File: src/rtl/uart_rx_pl.sv
// rtl/uart_rx_pl.sv - 8N1 UART receiver with one-entry holding register
//
// Purpose: receive 8N1 bytes from an asynchronous serial line, present them
// through a single holding register with a valid/ready handshake, and flag
// framing errors and dropped bytes.
//
// Ports:
//   clk100      in   clock
//   rstn        in   asynchronous active-low reset
//   rx_i        in   serial line, asynchronous, idles high
//   data_o      out  [7:0] received byte, LSB first on the wire
//   valid_o     out  data_o holds an unconsumed byte
//   ready_i     in   consumer accepts data_o when valid_o & ready_i
//   frame_err_o out  one-cycle pulse on a low stop bit
//   overrun_o   out  sticky: a good byte was dropped, slot was full
//   clr_i       in   synchronous clear of overrun_o
module uart_rx_pl #(
  parameter int CLK_FREQ_HZ = 100_000_000,
  parameter int BAUD        = 115200
) (
  input  logic       clk100,
  input  logic       rstn,
  input  logic       rx_i,
  output logic [7:0] data_o,
  output logic       valid_o,
  input  logic       ready_i,
  output logic       frame_err_o,
  output logic       overrun_o,
  input  logic       clr_i
);

  localparam int CLKS_PER_BIT = (CLK_FREQ_HZ + BAUD / 2) / BAUD;
  localparam int HALF_BIT     = CLKS_PER_BIT / 2;
  localparam int CNT_W        = $clog2(CLKS_PER_BIT);

  localparam logic [CNT_W-1:0] CNT_LAST = CNT_W'(CLKS_PER_BIT - 1);
  localparam logic [CNT_W-1:0] CNT_HALF = CNT_W'(HALF_BIT - 1);

  generate
    if (CLKS_PER_BIT < 8) begin : g_bad_baud
      $error("uart_rx_pl: CLKS_PER_BIT must be at least 8");
    end
  endgenerate

  typedef enum logic [1:0] {
    ST_IDLE  = 2'd0,
    ST_START = 2'd1,
    ST_DATA  = 2'd2,
    ST_STOP  = 2'd3
  } state_t;

  state_t           state_q, state_d;
  logic [CNT_W-1:0] cnt_q, cnt_d;
  logic [2:0]       idx_q, idx_d;
  logic [7:0]       shift_q, shift_d;
  logic [7:0]       data_q, data_d;
  logic             valid_q, valid_d;
  logic             ferr_q, ferr_d;
  logic             ovr_q, ovr_d;
  // Set after a low stop bit: STOP then only waits for the line to go high,
  // so a long break yields a single framing-error pulse.
  logic             brk_q, brk_d;
  logic             rx_meta_q, rx_s_q;

  // Two-flop synchronizer; resets to the idle (high) line level.
  always_ff @(posedge clk100 or negedge rstn) begin
    if (!rstn) begin
      rx_meta_q <= 1'b1;
      rx_s_q    <= 1'b1;
    end else begin
      rx_meta_q <= rx_i;
      rx_s_q    <= rx_meta_q;
    end
  end

  always_ff @(posedge clk100 or negedge rstn) begin
    if (!rstn) begin
      state_q <= ST_IDLE;
      cnt_q   <= '0;
      idx_q   <= '0;
      shift_q <= '0;
      data_q  <= '0;
      valid_q <= 1'b0;
      ferr_q  <= 1'b0;
      ovr_q   <= 1'b0;
      brk_q   <= 1'b0;
    end else begin
      state_q <= state_d;
      cnt_q   <= cnt_d;
      idx_q   <= idx_d;
      shift_q <= shift_d;
      data_q  <= data_d;
      valid_q <= valid_d;
      ferr_q  <= ferr_d;
      ovr_q   <= ovr_d;
      brk_q   <= brk_d;
    end
  end

  always_comb begin
    state_d = state_q;
    cnt_d   = cnt_q + 1'b1;
    idx_d   = idx_q;
    shift_d = shift_q;
    data_d  = data_q;
    valid_d = valid_q;
    ferr_d  = 1'b0;
    ovr_d   = ovr_q;
    brk_d   = brk_q;

    if (valid_q && ready_i) begin
      valid_d = 1'b0;
    end
    // Clear first so a same-cycle overrun below takes priority.
    if (clr_i) begin
      ovr_d = 1'b0;
    end

    unique case (state_q)
      ST_IDLE: begin
        cnt_d = '0;
        if (!rx_s_q) begin
          state_d = ST_START;
        end
      end

      ST_START: begin
        if (cnt_q == CNT_HALF) begin
          cnt_d = '0;
          idx_d = '0;
          // High at mid start bit means the falling edge was a glitch.
          state_d = rx_s_q ? ST_IDLE : ST_DATA;
        end
      end

      ST_DATA: begin
        if (cnt_q == CNT_LAST) begin
          cnt_d          = '0;
          shift_d[idx_q] = rx_s_q;
          idx_d          = idx_q + 3'd1;
          if (idx_q == 3'd7) begin
            state_d = ST_STOP;
          end
        end
      end

      ST_STOP: begin
        if (brk_q) begin
          cnt_d = '0;
          if (rx_s_q) begin
            brk_d   = 1'b0;
            state_d = ST_IDLE;
          end
        end else if (cnt_q == CNT_LAST) begin
          cnt_d = '0;
          if (rx_s_q) begin
            // Leaving at mid stop bit keeps half a bit of margin for a
            // start bit that directly follows.
            state_d = ST_IDLE;
            if (!valid_q || ready_i) begin
              data_d  = shift_q;
              valid_d = 1'b1;
            end else begin
              ovr_d = 1'b1;
            end
          end else begin
            ferr_d = 1'b1;
            brk_d  = 1'b1;
          end
        end
      end

      default: begin
        state_d = ST_IDLE;
      end
    endcase
  end

  assign data_o      = data_q;
  assign valid_o     = valid_q;
  assign frame_err_o = ferr_q;
  assign overrun_o   = ovr_q;

endmodule

File: config.mk
export PLATFORM = sky130hd
export DESIGN_NAME = uart_rx_pl
export DESIGN_NICKNAME = d
export VERILOG_FILES = /design/src/rtl/uart_rx_pl.sv
export SDC_FILE = /design/constraint.sdc
export NUM_CORES = 1
export LEC_CHECK = 0
export ABC_AREA = 0
export BUFFER_PORTS_ARGS = -buffer_cell sky130_fd_sc_hd__buf_2
export CORE_UTILIZATION = 57
export DETAILED_ROUTE_END_ITERATION = 6
export GPL_TIMING_DRIVEN = 1
export PLACE_DENSITY = 0.78
export SLEW_MARGIN = 40
export SYNTH_ARGS = -nofsm -noshare
export SYNTH_HDL_FRONTEND = slang
export SYNTH_SLANG_ARGS = --single-unit
File: constraint.sdc
create_clock -name clk100 -period 2.62 [get_ports clk100]
set_clock_uncertainty 0.2 [all_clocks]
set_input_delay 0.524 -clock clk100 [delete_from_list [all_inputs] [get_ports clk100]]
set_output_delay 0.524 -clock clk100 [all_outputs]
set_load 0.01 [all_outputs]
==> flow_summary.yaml <==
status:
  status: "finished, final reports clean"
hold_path:
  hp-class: "in -> reg"
place:
  dp.cells: 185
  dpl_cell_area_um2: 1800
  dpl_worst_slack_ps: 226.5
  port_buffers: 15
  hpwl_mm: 1.992
  gp_congestion: 0.8527
drt:
  drtAntennaViolNets: 0
  wl_per_cell_um: 14.89
  drtPass1Iterations: 5
  drc_errors: 0
  num_vias: 1144
  drt_iter0_markers: 22
  drt_wl_total_mm: 2.873
  routed_via_density: 5.927
cells_and_area:
  regArea_um2: 928.4
  diodes: 0
  final_cells: 193
  multiInputGateArea_um2: 732.0
  final_nets: 171
  drive_gt1_share_pct: 29.63
  nFillCells: 208
  fin_area_um2: 1886
  area_growth_pct: 11.05
timing:
  rsz0062_at_grt: "no"
  fmaxAchievable_ghz: 0.4162
  timing.final.hold_violations: 0
  fin_tns_setup_ps: 0
  fin_crit_sh_pct: 91.70
  setup_violations: 0
  max_slew_margin_pct: 69.78
  setup_ws_ps: 217.4
  period_needed_ps: 2403
  worst_slew_pin_slew_ps: 453.3
  maxSlewViolCount: 0
floorplanning:
  num_io_pins: 16
  coreArea_um2: 2781
  start_util_pct: 61.04
  die_x_um: 56.58
  die_area_um2: 3201
  fp.dieH_um: 56.58
  rows: 19
synthesis:
  avgSynthCellArea_um2: 11.79
  synth_top_flop_cell: "dfrtp_1"
  yosysWarnings: 0
  synth_adder_area_share_pct: 2.948
  yosysSeqAreaShare_pct: 54.68
  synthSimpleGateAreaFrac_pct: 19.45
  synth_cell_types: 36
  syn_inst: 144
  synth_edf_count: 0
  synth_xor_area_share_pct: 4.127
  synth_mux_area_share_pct: 11.27
  synth_compound_gate_area_share_pct: 5.306
  synth_area_um2: 1698
  ys_seq_elements: 37
  synth_top_family_by_area: "simple AND/OR/NAND/NOR gates"
  async_flop_share_pct: 100.0
  syn_nets: 153
pwr:
  sw_frac_of_total_pct: 20.15
  switchingPower_uw: 194.9
  leakagePower_uw: 0.0009007
  power_frac_seq_pct: 59.7
  power.internal_uw: 772.2
  powerDensity_nw_per_um2: 512.9
  ir_worst_vdd_mv: 0.4264
  p_clk_share_pct: 38.7
  pwr-share-comb_pct: 1.6
global_routing:
  grt.total_usage_pct: 21.26
  grt_antenna_before_repair: 0
  grt_max_degree: 38
  gr-total-overflow: 0
  grt_pass1_wl_mm: 5.161
  first_global_vias: 1146
clocking:
  cts.path.max_buffers: 2
  cts.clk_slew.worst_paths_ps: 120
  cts_tree: "done"
  insertion_delay_ps: 340
  cts_resized: 0
  cts_sinks: 37
  htree_num_levels: 2
  cts_buffers: 5
  cts_root_buffer: "clkbuf_4"
run:
  cap_viol_max_count: 0
setup_path:
  max_stage_delay_ps: 590
  path_max_fanout: 6
  cp_cell_sequence: "or3b_4 > or4_4 > nor4_1 > mux2_2"
  setup.worst_path.start_class: "flip-flop"
  critPathCaptureType: "flip-flop"
  cp_slowest_cell: "or4_4"
  arrival_ps: 2440
  cp.required_ps: 2660
  critical_path_class: "reg -> reg"
[critical path: cells and delay by family, from the launching register on]
kind / cells / cell delay, ps
flops: 1 / 430
mux: 1 / 370
simple gates: 3 / 1300
[worst paths after layout]
kind,slack (ps),end,startpoint,depth (start not counted)
setup / recovery,220,shift_q[0]$_DFFE_PN0P_,cnt_q[3]$_DFF_PN0_,4
hold / removal,80,rx_meta_q$_DFF_PN1_,rx_i,1
setup reg to reg,220,shift_q[0]$_DFFE_PN0P_,cnt_q[3]$_DFF_PN0_,4
hold reg to reg,160,rx_s_q$_DFF_PN1_,rx_meta_q$_DFF_PN1_,0
max in group asynchronous,1400,rx_s_q$_DFF_PN1_,rstn,2
min in group asynchronous,470,data_o[5]$_DFFE_PN0P_,rstn,2
[sequential cells by signal (all words and copies together) (netlist names), named ones only]
| register | count |
|---|---|
| cnt_q | 10 |
| rx_s_q | 1 |
| valid_o | 1 |
| frame_err_o | 1 |
| overrun_o | 1 |
| idx_q | 3 |
| data_o | 8 |
| brk_q | 1 |
| shift_q | 8 |
| state_q | 1 |
| rx_meta_q | 1 |
[power by group through the flow]
stage / clock, uW / combinational [uW] / sequential (uW)
after floorplan: 0 / 2.24 / 586
after global placement: 0 / 13.9 / 588
after detailed placement: 0 / 14.4 / 589
after CTS: 380 / 14.4 / 578
after global routing: 402 / 18.4 / 578
final: 374 / 15.2 / 578
[synthesized netlist by cell type (all sizes together), types with 2 or more instances]
cell / number / area (um^2)
nand4bb: 2 / 22.52
dfrtp: 35 / 875.8
dfstp: 2 / 52.55
nor4: 5 / 37.53
buf: 2 / 7.510
inv: 3 / 11.26
nand3: 5 / 25.02
nand2b: 2 / 12.51
ha: 4 / 50.05
clkbuf: 5 / 18.77
a22o: 2 / 17.52
nor2: 15 / 56.30
a31oi: 3 / 18.77
nand4b: 2 / 17.52
nor4b: 2 / 30.03
mux2: 17 / 191.4
nor3: 6 / 30.03
nand4: 2 / 18.77
xnor2: 6 / 52.55
nand2: 10 / 37.54
xor2: 2 / 17.52
[layout make-up]
| type | count | share of cell area [%] |
|---|---|---|
| clock buffers | 5 | 1.991 |
| well taps | 31 | 2.057 |
| repair buffers | 18 | 5.441 |
| multi-input cells | 97 | 38.82 |
| inverters | 3 | 0.5972 |
| clock inverters | 2 | 1.858 |
| flip-flops and latches | 37 | 49.24 |
[layer usage]
layer / wire [um] / up-vias / GRT usage, %
li1: - / 549 / -
met1: 1352 / 557 / 29.57
met2: 1359 / 31 / 31.43
met3: 106 / 7 / 5.300
met4: 55 / 0 / 9.756
met5: 0 / - / 0
[cell usage in the layout, fill, tap and decap left out, types with 2 or more instances in the layout]
cell type and instances:
mux2_2 16, xor2_1 2, buf_4 3, nor4b_2 2, a31oi_1 3, nand2_1 10, buf_2 14, a22o_1 2
nor2_1 15, nand4b_1 2, nand3_1 5, clkbuf_4 5, dfstp_2 2, nor3_1 6, dfrtp_1 35, ha_1 4
inv_1 3, nor4_1 4, nand2b_1 2, xnor2_1 6, nand4bb_1 2
[kinds of logic after synthesis]
kind of cell    after synthesis
buf+inv                      10
simple gates                 56
flops                        37
mux                          17
xor+xnor                      8
compound gates               12
fa+ha+maj                     4
[stage by stage]
stage / hold slack, ps / power, uW / util (%)
2_1_floorplan: 28.41 / 588.1 / -
3_5_place_dp: 151.5 / 603.0 / 64.73
4_1_cts: 73.03 / 972.1 / 67.34
5_1_grt: 59.41 / 998.8 / 67.79
6_report: 83.73 / 967.1 / 67.79
3_3_place_gp: 147.9 / 602.2 / 64.73
[repair_timing]
| item | CTS | global route |
|---|---|---|
| hold endpoints to repair | 0 | 35 |
| hold buffers | 0 | 1 |
| setup endpoints to repair | 0 | 0 |
| buffers inserted | 0 | 0 |
Note: power is estimated with default switching activity, not from simulation.
